File: src/rtl/regfile_pkg.sv
// Shared register-file constants used by the operand-fetch stage and its lanes.
package regfile_pkg;

    localparam int REGFILE_WIDTH      = 32;
    localparam int REGFILE_DEPTH_LOG2 = 4;
    localparam int OPFETCH_TAG_W      = 8;

    // Architectural zero register: always reads as 0 and is never a forwarding target.
    localparam int ZERO_REG = 0;

endpackage

File: src/rtl/regfile_operand_fetch_if.sv
// Bundle of the issue, regfile-read, writeback and operand-out signals of the operand-fetch stage.
interface regfile_operand_fetch_if #(
    parameter int WIDTH      = 32,
    parameter int DEPTH_LOG2 = 4,
    parameter int TAG_W      = 8
);

    // Handshakes: a transfer happens on a rising edge where valid & ready are both 1; a producer
    // holds valid and its payload stable until that edge, and ready never depends on valid.
    logic                  in_valid;
    logic                  in_ready;
    logic [DEPTH_LOG2-1:0] in_rs1_addr;
    logic [DEPTH_LOG2-1:0] in_rs2_addr;
    logic [DEPTH_LOG2-1:0] in_rd_addr;
    logic [TAG_W-1:0]      in_tag;

    logic                  rs1_read;
    logic [DEPTH_LOG2-1:0] rs1_addr;
    logic [WIDTH-1:0]      rs1_rdata;
    logic                  rs2_read;
    logic [DEPTH_LOG2-1:0] rs2_addr;
    logic [WIDTH-1:0]      rs2_rdata;

    logic                  wb_write;
    logic [DEPTH_LOG2-1:0] wb_addr;
    logic [WIDTH-1:0]      wb_data;

    logic                  out_valid;
    logic                  out_ready;
    logic [WIDTH-1:0]      out_rs1_data;
    logic [WIDTH-1:0]      out_rs2_data;
    logic [DEPTH_LOG2-1:0] out_rd_addr;
    logic [TAG_W-1:0]      out_tag;

    modport slave (
        input  in_valid, in_rs1_addr, in_rs2_addr, in_rd_addr, in_tag,
        output in_ready,
        output rs1_read, rs1_addr, rs2_read, rs2_addr,
        input  rs1_rdata, rs2_rdata,
        input  wb_write, wb_addr, wb_data,
        output out_valid, out_rs1_data, out_rs2_data, out_rd_addr, out_tag,
        input  out_ready
    );

    modport master (
        output in_valid, in_rs1_addr, in_rs2_addr, in_rd_addr, in_tag,
        input  in_ready,
        input  rs1_read, rs1_addr, rs2_read, rs2_addr,
        output rs1_rdata, rs2_rdata,
        output wb_write, wb_addr, wb_data,
        input  out_valid, out_rs1_data, out_rs2_data, out_rd_addr, out_tag,
        output out_ready
    );

endinterface

File: src/rtl/regfile_operand_fetch_lane.sv
// One source-operand lane: writeback forwarding around the read-before-write regfile,
// zero-register forcing, and in-place update of a held output operand.
module opfetch_lane
    import regfile_pkg::*;
#(
    parameter int WIDTH      = REGFILE_WIDTH,
    parameter int DEPTH_LOG2 = REGFILE_DEPTH_LOG2
) (
    input  logic                  clk,
    input  logic                  rst,
    input  logic                  issue_i,
    input  logic [DEPTH_LOG2-1:0] issue_addr_i,
    input  logic                  rd_adv_i,
    input  logic [DEPTH_LOG2-1:0] rd_src_i,
    input  logic                  out_hold_i,
    input  logic                  wb_write_i,
    input  logic [DEPTH_LOG2-1:0] wb_addr_i,
    input  logic [WIDTH-1:0]      wb_data_i,
    input  logic [WIDTH-1:0]      rdata_i,
    output logic [WIDTH-1:0]      operand_o
);

    localparam logic [DEPTH_LOG2-1:0] ZERO_ADDR = DEPTH_LOG2'(ZERO_REG);

    logic                  fwd_q,      fwd_d;
    logic [WIDTH-1:0]      fwd_data_q, fwd_data_d;
    logic [DEPTH_LOG2-1:0] out_src_q,  out_src_d;
    logic [WIDTH-1:0]      operand_q,  operand_d;

    always_comb begin
        fwd_d      = fwd_q;
        fwd_data_d = fwd_data_q;
        out_src_d  = out_src_q;
        operand_d  = operand_q;
        // The regfile returns the pre-write value, so a same-cycle write must be captured here.
        if (issue_i) begin
            fwd_d = wb_write_i && (wb_addr_i == issue_addr_i) && (issue_addr_i != ZERO_ADDR);
            if (fwd_d) fwd_data_d = wb_data_i;
        end
        if (rd_adv_i) begin
            out_src_d = rd_src_i;
            if (rd_src_i == ZERO_ADDR) operand_d = '0;
            else if (fwd_q)            operand_d = fwd_data_q;
            else                       operand_d = rdata_i;
        end else if (out_hold_i && wb_write_i && (wb_addr_i == out_src_q) &&
                     (out_src_q != ZERO_ADDR)) begin
            operand_d = wb_data_i;
        end
    end

    always_ff @(posedge clk) begin
        if (rst) begin
            fwd_q      <= 1'b0;
            fwd_data_q <= '0;
            out_src_q  <= '0;
            operand_q  <= '0;
        end else begin
            fwd_q      <= fwd_d;
            fwd_data_q <= fwd_data_d;
            out_src_q  <= out_src_d;
            operand_q  <= operand_d;
        end
    end

    assign operand_o = operand_q;

endmodule

File: src/rtl/regfile_operand_fetch.sv
// Two-stage operand fetch (RD: read outstanding, OUT: registered bundle) in front of regfile_2r1w.
module regfile_operand_fetch
    import regfile_pkg::*;
#(
    parameter int WIDTH      = REGFILE_WIDTH,
    parameter int DEPTH_LOG2 = REGFILE_DEPTH_LOG2,
    parameter int TAG_W      = OPFETCH_TAG_W
) (
    input  logic                    clk,
    input  logic                    rst,
    regfile_operand_fetch_if.slave  bus
);

    logic                  rd_valid_q, rd_valid_d;
    logic [DEPTH_LOG2-1:0] rd_rs1_q,   rd_rs1_d;
    logic [DEPTH_LOG2-1:0] rd_rs2_q,   rd_rs2_d;
    logic [DEPTH_LOG2-1:0] rd_rd_q,    rd_rd_d;
    logic [TAG_W-1:0]      rd_tag_q,   rd_tag_d;
    logic                  out_valid_q, out_valid_d;
    logic [DEPTH_LOG2-1:0] out_rd_q,   out_rd_d;
    logic [TAG_W-1:0]      out_tag_q,  out_tag_d;

    logic out_adv, rd_adv, rd_stall, out_hold, accept, issue;

    assign out_adv  = !out_valid_q || bus.out_ready;
    assign rd_adv   = rd_valid_q && out_adv;
    assign rd_stall = rd_valid_q && !out_adv;
    assign out_hold = out_valid_q && !bus.out_ready;
    assign accept   = bus.in_valid && bus.in_ready;
    // A stalled RD op keeps re-reading so its data follows regfile updates until it can move.
    assign issue    = !rst && (accept || rd_stall);

    assign bus.in_ready = !rd_valid_q || out_adv;
    assign bus.rs1_read = issue;
    assign bus.rs2_read = issue;
    assign bus.rs1_addr = rd_stall ? rd_rs1_q : bus.in_rs1_addr;
    assign bus.rs2_addr = rd_stall ? rd_rs2_q : bus.in_rs2_addr;

    always_comb begin
        rd_valid_d  = rd_valid_q;
        rd_rs1_d    = rd_rs1_q;
        rd_rs2_d    = rd_rs2_q;
        rd_rd_d     = rd_rd_q;
        rd_tag_d    = rd_tag_q;
        out_rd_d    = out_rd_q;
        out_tag_d   = out_tag_q;
        out_valid_d = rd_adv || out_hold;
        if (accept) begin
            rd_valid_d = 1'b1;
            rd_rs1_d   = bus.in_rs1_addr;
            rd_rs2_d   = bus.in_rs2_addr;
            rd_rd_d    = bus.in_rd_addr;
            rd_tag_d   = bus.in_tag;
        end else if (rd_adv) begin
            rd_valid_d = 1'b0;
        end
        if (rd_adv) begin
            out_rd_d  = rd_rd_q;
            out_tag_d = rd_tag_q;
        end
    end

    always_ff @(posedge clk) begin
        if (rst) begin
            rd_valid_q  <= 1'b0;
            rd_rs1_q    <= '0;
            rd_rs2_q    <= '0;
            rd_rd_q     <= '0;
            rd_tag_q    <= '0;
            out_valid_q <= 1'b0;
            out_rd_q    <= '0;
            out_tag_q   <= '0;
        end else begin
            rd_valid_q  <= rd_valid_d;
            rd_rs1_q    <= rd_rs1_d;
            rd_rs2_q    <= rd_rs2_d;
            rd_rd_q     <= rd_rd_d;
            rd_tag_q    <= rd_tag_d;
            out_valid_q <= out_valid_d;
            out_rd_q    <= out_rd_d;
            out_tag_q   <= out_tag_d;
        end
    end

    opfetch_lane #(.WIDTH(WIDTH), .DEPTH_LOG2(DEPTH_LOG2)) u_lane_rs1 (
        .clk(clk), .rst(rst), .issue_i(issue), .issue_addr_i(bus.rs1_addr),
        .rd_adv_i(rd_adv), .rd_src_i(rd_rs1_q), .out_hold_i(out_hold),
        .wb_write_i(bus.wb_write), .wb_addr_i(bus.wb_addr), .wb_data_i(bus.wb_data),
        .rdata_i(bus.rs1_rdata), .operand_o(bus.out_rs1_data)
    );

    opfetch_lane #(.WIDTH(WIDTH), .DEPTH_LOG2(DEPTH_LOG2)) u_lane_rs2 (
        .clk(clk), .rst(rst), .issue_i(issue), .issue_addr_i(bus.rs2_addr),
        .rd_adv_i(rd_adv), .rd_src_i(rd_rs2_q), .out_hold_i(out_hold),
        .wb_write_i(bus.wb_write), .wb_addr_i(bus.wb_addr), .wb_data_i(bus.wb_data),
        .rdata_i(bus.rs2_rdata), .operand_o(bus.out_rs2_data)
    );

    assign bus.out_valid   = out_valid_q;
    assign bus.out_rd_addr = out_rd_q;
    assign bus.out_tag     = out_tag_q;

endmodule

File: src/flat_wrapper.sv
// flat-port wrapper written by rule: the top's interface ports become plain ports
module regfile_operand_fetch_flat import regfile_pkg::*;
#(
    parameter int WIDTH      = REGFILE_WIDTH,
    parameter int DEPTH_LOG2 = REGFILE_DEPTH_LOG2,
    parameter int TAG_W      = OPFETCH_TAG_W
)
  (clk, rst, bus_in_valid, bus_in_rs1_addr, bus_in_rs2_addr, bus_in_rd_addr, bus_in_tag, bus_in_ready, bus_rs1_read, bus_rs1_addr, bus_rs2_read, bus_rs2_addr, bus_rs1_rdata, bus_rs2_rdata, bus_wb_write, bus_wb_addr, bus_wb_data, bus_out_valid, bus_out_rs1_data, bus_out_rs2_data, bus_out_rd_addr, bus_out_tag, bus_out_ready);
  regfile_operand_fetch_if #(.WIDTH(WIDTH), .DEPTH_LOG2(DEPTH_LOG2), .TAG_W(TAG_W)) bus_i ();
  input  logic clk;
  input  logic rst;
  input wire logic [$bits(bus_i.in_valid)-1:0] bus_in_valid;
  input wire logic [$bits(bus_i.in_rs1_addr)-1:0] bus_in_rs1_addr;
  input wire logic [$bits(bus_i.in_rs2_addr)-1:0] bus_in_rs2_addr;
  input wire logic [$bits(bus_i.in_rd_addr)-1:0] bus_in_rd_addr;
  input wire logic [$bits(bus_i.in_tag)-1:0] bus_in_tag;
  output wire logic [$bits(bus_i.in_ready)-1:0] bus_in_ready;
  output wire logic [$bits(bus_i.rs1_read)-1:0] bus_rs1_read;
  output wire logic [$bits(bus_i.rs1_addr)-1:0] bus_rs1_addr;
  output wire logic [$bits(bus_i.rs2_read)-1:0] bus_rs2_read;
  output wire logic [$bits(bus_i.rs2_addr)-1:0] bus_rs2_addr;
  input wire logic [$bits(bus_i.rs1_rdata)-1:0] bus_rs1_rdata;
  input wire logic [$bits(bus_i.rs2_rdata)-1:0] bus_rs2_rdata;
  input wire logic [$bits(bus_i.wb_write)-1:0] bus_wb_write;
  input wire logic [$bits(bus_i.wb_addr)-1:0] bus_wb_addr;
  input wire logic [$bits(bus_i.wb_data)-1:0] bus_wb_data;
  output wire logic [$bits(bus_i.out_valid)-1:0] bus_out_valid;
  output wire logic [$bits(bus_i.out_rs1_data)-1:0] bus_out_rs1_data;
  output wire logic [$bits(bus_i.out_rs2_data)-1:0] bus_out_rs2_data;
  output wire logic [$bits(bus_i.out_rd_addr)-1:0] bus_out_rd_addr;
  output wire logic [$bits(bus_i.out_tag)-1:0] bus_out_tag;
  input wire logic [$bits(bus_i.out_ready)-1:0] bus_out_ready;
  assign bus_i.in_valid = bus_in_valid;
  assign bus_i.in_rs1_addr = bus_in_rs1_addr;
  assign bus_i.in_rs2_addr = bus_in_rs2_addr;
  assign bus_i.in_rd_addr = bus_in_rd_addr;
  assign bus_i.in_tag = bus_in_tag;
  assign bus_in_ready = bus_i.in_ready;
  assign bus_rs1_read = bus_i.rs1_read;
  assign bus_rs1_addr = bus_i.rs1_addr;
  assign bus_rs2_read = bus_i.rs2_read;
  assign bus_rs2_addr = bus_i.rs2_addr;
  assign bus_i.rs1_rdata = bus_rs1_rdata;
  assign bus_i.rs2_rdata = bus_rs2_rdata;
  assign bus_i.wb_write = bus_wb_write;
  assign bus_i.wb_addr = bus_wb_addr;
  assign bus_i.wb_data = bus_wb_data;
  assign bus_out_valid = bus_i.out_valid;
  assign bus_out_rs1_data = bus_i.out_rs1_data;
  assign bus_out_rs2_data = bus_i.out_rs2_data;
  assign bus_out_rd_addr = bus_i.out_rd_addr;
  assign bus_out_tag = bus_i.out_tag;
  assign bus_i.out_ready = bus_out_ready;
  regfile_operand_fetch #(.WIDTH(WIDTH), .DEPTH_LOG2(DEPTH_LOG2), .TAG_W(TAG_W)) u_core (.clk(clk), .rst(rst), .bus(bus_i));
endmodule
File: config.mk
export PLATFORM = sky130hd
export DESIGN_NAME = regfile_operand_fetch_flat
export DESIGN_NICKNAME = d
export VERILOG_FILES = /design/src/rtl/regfile_pkg.sv /design/src/rtl/regfile_operand_fetch_if.sv /design/src/rtl/regfile_operand_fetch_lane.sv /design/src/rtl/regfile_operand_fetch.sv /design/src/flat_wrapper.sv
export SDC_FILE = /design/constraint.sdc
export NUM_CORES = 1
export LEC_CHECK = 0
export CORE_MARGIN = 3
export CORE_UTILIZATION = 35
export CTS_CLUSTER_DIAMETER = 40
export DETAILED_ROUTE_END_ITERATION = 16
export PLACE_DENSITY_LB_ADDON = 0.12
export SLEW_MARGIN = 20
export SYNTH_ARGS = -nofsm -noshare
export SYNTH_HDL_FRONTEND = slang
export SYNTH_SLANG_ARGS = --single-unit
File: constraint.sdc
create_clock -name clk -period 3.1 [get_ports clk]
set_input_delay 0.31 -clock clk [delete_from_list [all_inputs] [get_ports clk]]
set_output_delay 0.31 -clock clk [all_outputs]
set_load 0.02 [all_outputs]
==> flow_summary.yaml, run 1 <==
run_status:
  status: "complete, no violations"
final_layout:
  area_delta_synth_final_pct: 38.5
  fillers: 2087
  fin_util: 0.501
  fin_area_um2: 10700
  n_antenna_cell: 0
  fin_cells: 1314
  drive_gt1_frac: 0.0693
  final_nets: 1152
  multi_input_area_um2: 3900
  seqCellArea_um2: 3450
worst_setup_path:
  crit_arrival_ps: 2220
  rr_worst_depth: 6
  critPathMaxStageDelay_ps: 560
  path_cells: "clkdlybuf4s50_1, and2b_1, a21oi_1, nor2_1, clkdlybuf4s50_1"
  crit_path_frequent_cell: "clkdlybuf4s50_1"
  reg2reg_from: "u_core.rd_valid_q$_SDFFE_PP0P_"
  cp_max_fo: 5
  required_ps: 2790
  critPathKind: "in -> out"
  worstSetupStartpointType: "input port"
  endpoint: "bus_rs1_read"
  slowest_stage: "clkdlybuf4s50_1"
  reg2reg_slack_ps: 650
  crit_start: "bus_out_ready"
  critPathCaptureType: "output port"
  r2r-end: "u_core.u_lane_rs2.fwd_data_q[20]$_SDFFE_PP0P_"
routing:
  drtPass1Iterations: 4
  routed_wl_um: 23100
  via_per_inst: 5.08
  vias: 6671
  detail_route.wl_per_cell_um: 17.6
  antenna_left: 0
  drc: 0
  drt_iter0_markers: 260
floorplan:
  fp.dieW_um: 155
  rows: 53
  start_util: 0.362
  floorplan.die_area_um2: 23900
  coreArea_um2: 21400
  die_h_um: 155
  pin_count: 213
place:
  dp_cells: 1283
  pre_cts_ws_ps: 309
  hpwlAfterDp_um: 15800
  place.gp.congestion: 0.818
  place_area_um2: 10100
  io_buffers: 212
synthesis:
  synth_cells: 846
  syn_area_um2: 7730
  yosysTopAreaCell: "dfxtp_1"
  yosysTopAreaCellShare: 0.446
  ys_async_sr_fraction: 0
  yosysMostFrequentCell: "dfxtp_1"
  netlist_top_cells_count: "dfxtp_1, nand2_1, mux2i_1, nor2_1"
  yosys_warnings: 0
  syn_nets: 971
  synth-seq-area-share: 0.446
  synth_flop_cell: "dfxtp_1"
  synth_cell_types: 32
  synth-edff-count: 0
  ys_ff_latch: 172
  avgSynthCellArea_um2: 9.13
  synth_area_leaders: "dfxtp_1, mux2i_1, nand2_1"
clock_network:
  clock_sinks: 172
  clk_path_buf_depth: 2
  cts-resized-gates: 0
  cts_tree: "built"
  clk_pin_slew_ps: 70
  htreeDepth: 4
  cts_buffers: 17
  cts-root-buf: "clkbuf_16"
  cts_setup_buffers: 0
  clkLatencyLatePin_ps: 420
  holdBufCountCts: 0
global_route:
  grt_pass1_wl_um: 36600
  grt_max_degree: 61
  antenna_found_initial: 0
  grt_util_all_layers: 0.192
  grt_pass1_vias: 6563
  overflow: 0
sta:
  finalClockSkew_ps: 9.68
  final.period_utilization: 0.815
  slew_violations: 0
  min_period_ps: 2530
  holdWs_ps: 139
  fmax_ghz: 0.396
  tns_ps: 0
  layout_setup_ws_ps: 574
  hold_viol_final: 0
  rsz0062_at_grt: "no"
  tightest_slew_ps: 754
  setup_viol: 0
  relSlewSlack: 0.498
power:
  power_density_nw_per_um2: 502
  fin_total_pwr_mw: 5.37
  p_leak_nw: 4.33
  ir_worst_vdd_v: 0.000252
hold_path:
  min_delay_path_depth: 2
  hp-class: "in -> reg"
  hp-start: "rst"
flow_run:
  cap_violations: 0
-- layout make-up --
cell class	count	area share
multi-input cells	578	0.364
flip-flops and latches	172	0.322
repair buffers	235	0.219
clock buffers	20	0.0417
well taps	275	0.0322
clock inverters	11	0.0126
inverters	23	0.00807
-- layout by cell type (no fill, tap or decap), types with 3 or more instances in the layout --
cell type	instances
nor2_1	70
nand2_1	163
dfxtp_1	170
a211oi_1	64
inv_1	22
a21oi_1	46
mux2_2	6
buf_4	20
inv_6	5
xnor2_1	10
or3_1	3
a2bb2oi_1	64
clkinvlp_4	3
mux2i_1	128
buf_12	4
clkdlybuf4s50_1	211
clkbuf_16	17
-- worst max-delay path, delay by kind of cell --
| family | cells | cell delay [ps] |
|---|---|---|
| compound gates | 1 | 440 |
| buf+inv | 2 | 1090 |
| simple gates | 2 | 370 |
-- registers in the layout, indices dropped and copies added, names as in the netlist, 4 cells and up --
register / cells
u_core.u_lane_rs1.fwd_data_q: 32
u_core.u_lane_rs1.operand_o: 32
u_core.u_lane_rs2.fwd_data_q: 32
u_core.u_lane_rs2.operand_o: 32
u_core.bus.out_tag: 8
u_core.rd_tag_q: 8
u_core.bus.out_rd_addr: 4
u_core.rd_rd_q: 4
u_core.rd_rs1_q: 4
u_core.rd_rs2_q: 4
u_core.u_lane_rs1.out_src_q: 4
u_core.u_lane_rs2.out_src_q: 4
-- cells by family after synthesis --
group	Yosys count	share of synthesized area
XOR/XNOR	12	0.0136
multiplexers	134	0.175
AO/OA/AOI/OAI	185	0.183
AND/OR/NAND/NOR	247	0.130
buffers and inverters	96	0.0538
flip-flops	172	0.446
-- where the power goes --
part	leakage (nW)	switching [mW]	internal [mW]	total (mW)
Combinational	2.65	0.432	0.439	0.871
Sequential	1.40	0.0568	2.30	2.36
Clock	0.275	0.923	1.22	2.14
-- worst min-delay path by stage --
stage | to | slack, ps
detailed placement | u_core.bus.out_tag[5]$_SDFFE_PP0P_ | 440
finish | u_core.bus.out_tag[6]$_SDFFE_PP0P_ | 140
CTS | u_core.bus.out_tag[6]$_SDFFE_PP0P_ | 110
global route | u_core.bus.out_valid$_SDFF_PP0_ | 130
floorplan | u_core.bus.out_rd_addr[0]$_SDFFE_PP0P_ | 430
global placement | u_core.bus.out_rd_addr[3]$_SDFFE_PP0P_ | 440
-- routing by layer --
layer  global-route usage  vias up  wire [µm]
li1                     -     3331          -
met1                0.269     3143      11100
met2                0.301      171      10500
met3               0.0353       26       1080
met4               0.0576        0        383
met5                    0        -          0
(Power assumes the default switching activity.)
==> run 2, diff against run 1 <==
==> constraint.sdc (replaced) <==
create_clock -name clk -period 2.2 [get_ports clk]
set_input_delay 0.22 -clock clk [delete_from_list [all_inputs] [get_ports clk]]
set_output_delay 0.22 -clock clk [all_outputs]
set_load 0.02 [all_outputs]
==> run 2 against run 1 <==
Compared with the run above:
- global-route usage rose by 0.13 points
- routed wire length rose by 0.26%
- power rose by 43%
- combinational power rose by 48%
- critical path depth fell by 2
- largest cell class unchanged
==> flow_summary.yaml, run 2 (same netlist as run 1, synthesis figures left out) <==
final_layout:
  fillers: 2018
  layout_common_cells: "clkdlybuf4s50_1, dfxtp_1, nand2_1, mux2i_1, nor2_1"
  final_nets: 1175
  area_delta_synth_final_pct: 42.9
  n_antenna_cell: 0
  layout_commonest_cell: "clkdlybuf4s50_1"
  fin_cells: 1337
  drive_gt1_frac: 0.0913
worst_setup_path:
  slowest_stage: "clkdlybuf4s50_1"
  critPathKind: "reg -> out"
  path_cells: "nand3b_4, mux2_2, clkdlybuf4s50_1"
  critPathMaxStageDelay_ps: 600
  r2r-end: "u_core.u_lane_rs1.fwd_data_q[13]$_SDFFE_PP0P_"
  reg2reg_from: "u_core.bus.out_valid$_SDFF_PP0_"
  critPathCaptureType: "output port"
  crit_arrival_ps: 1890
  reg2reg_slack_ps: 280
  required_ps: 1980
  cp_max_fo: 11
  worstSetupStartpointType: "register"
  rr_worst_depth: 7
hold_path:
  hold_path_end: "u_core.u_lane_rs2.fwd_data_q[27]$_SDFFE_PP0P_"
  hp-class: "in -> reg"
  min_delay_path_depth: 4
  hp-start: "rst"
run_status:
  status: "complete, no violations"
sta:
  slew_violations: 0
  fmax_ghz: 0.474
  tightest_slew_ps: 795
  setup_viol: 0
  min_period_ps: 2110
  relSlewSlack: 0.464
  holdWs_ps: 294
  layout_setup_ws_ps: 91.8
  tns_ps: 0
  finalClockSkew_ps: 9.40
  hold_viol_final: 0
  rsz0062_at_grt: "no"
  final.period_utilization: 0.958
global_route:
  antenna_found_initial: 0
  grt_max_degree: 62
  overflow: 0
  grt_pass1_vias: 6700
  grt_pass1_wl_um: 36900
  grt_util_all_layers: 0.193
power:
  switchingPower_mw: 2.03
  fin_total_pwr_mw: 7.69
  netSwitchingFraction: 0.264
  clkPwrFrac: 0.401
  p_leak_nw: 4.55
  pwr-share-comb: 0.168
  power_frac_seq: 0.432
  p_int_mw: 5.66
  ir_worst_vdd_v: 0.000428
  power_density_nw_per_um2: 697
floorplan:
  rows: 53
  start_util: 0.362
  pin_count: 213
  floorplan.die_area_um2: 23900
  die_h_um: 155
  fp.dieW_um: 155
  coreArea_um2: 21400
clock_network:
  clk_pin_slew_ps: 70
  cts_buffers: 17
  clk_path_buf_depth: 2
  htreeDepth: 4
  holdBufCountCts: 0
  cts_setup_buffers: 0
  cts-root-buf: "clkbuf_16"
  clkLatencyLatePin_ps: 430
  clock_sinks: 172
  cts_tree: "built"
routing:
  drc: 0
  detail_route.wl_per_cell_um: 17.3
  antenna_left: 0
  drt_iter0_markers: 202
  via_per_inst: 5.06
  drtPass1Iterations: 4
  vias: 6770
  routed_wl_um: 23200
place:
  place.gp.congestion: 0.804
  dp_cells: 1306
  io_buffers: 212
  hpwlAfterDp_um: 16100
  pre_cts_ws_ps: -81.9
flow_run:
  cap_violations: 0
run 2: layout make-up:
type	count	area [µm²]	share of cell area
clock buffers	20	457	0.0414
repair buffers	258	2670	0.242
multi-input cells	578	3900	0.353
well taps	275	344	0.0312
flip-flops and latches	172	3450	0.312
inverters	23	86.3	0.00782
clock inverters	11	136	0.0124
run 2: critical path: cells and delay by family (launching register included):
family,cells,cell delay [ps]
buffers and inverters,1,600
multiplexers,1,300
AND/OR/NAND/NOR,1,170
flip-flops,1,400
run 2: power by group through the flow:
stage	combinational (mW)	clock, mW	sequential (mW)
after floorplan	0.532	0	3.48
after global placement	1.30	0	3.39
after detailed placement	1.30	0	3.39
after CTS	1.30	3.15	3.32
after global routing	1.39	3.27	3.33
final	1.29	3.08	3.32
run 2: worst max path at each step:
stage | startpoint | to | slack (ps) | cells after the start
after floorplan | u_core.bus.out_valid$_SDFF_PP0_ | u_core.u_lane_rs2.fwd_data_q[10]$_SDFFE_PP0P_ | 190 | 7
after global placement | bus_out_ready | u_core.u_lane_rs1.fwd_data_q[19]$_SDFFE_PP0P_ | -50 | 8
after detailed placement | bus_out_ready | u_core.u_lane_rs2.operand_o[2]$_SDFFE_PP0P_ | -80 | 9
after CTS | bus_out_ready | bus_rs2_read | 20 | 6
after global routing | u_core.rd_valid_q$_SDFFE_PP0P_ | bus_rs2_addr[1] | 0.9 | 3
final | u_core.bus.out_valid$_SDFF_PP0_ | bus_rs2_addr[1] | 90 | 3
run 2: timing repair:
action,4_1_cts,5_1_grt
setup endpoints to repair,10,4
gates cloned,0,0
resized for setup,5,4
run 2: through the flow:
stage               instance area, µm²   util
finish                           11000  0.517
global route                     11000  0.517
CTS                              11000  0.517
detailed placement               10400  0.489
global placement                 10400  0.489
floorplan                         7730      -
run 2: layer usage:
layer  GRT usage  vias to the layer above  share of wire
li1            -                     3387              -
met1       0.266                     3195           0.48
met2       0.311                      169           0.47
met3      0.0358                       19          0.045
met4      0.0526                        0          0.010
met5           0                        -              0
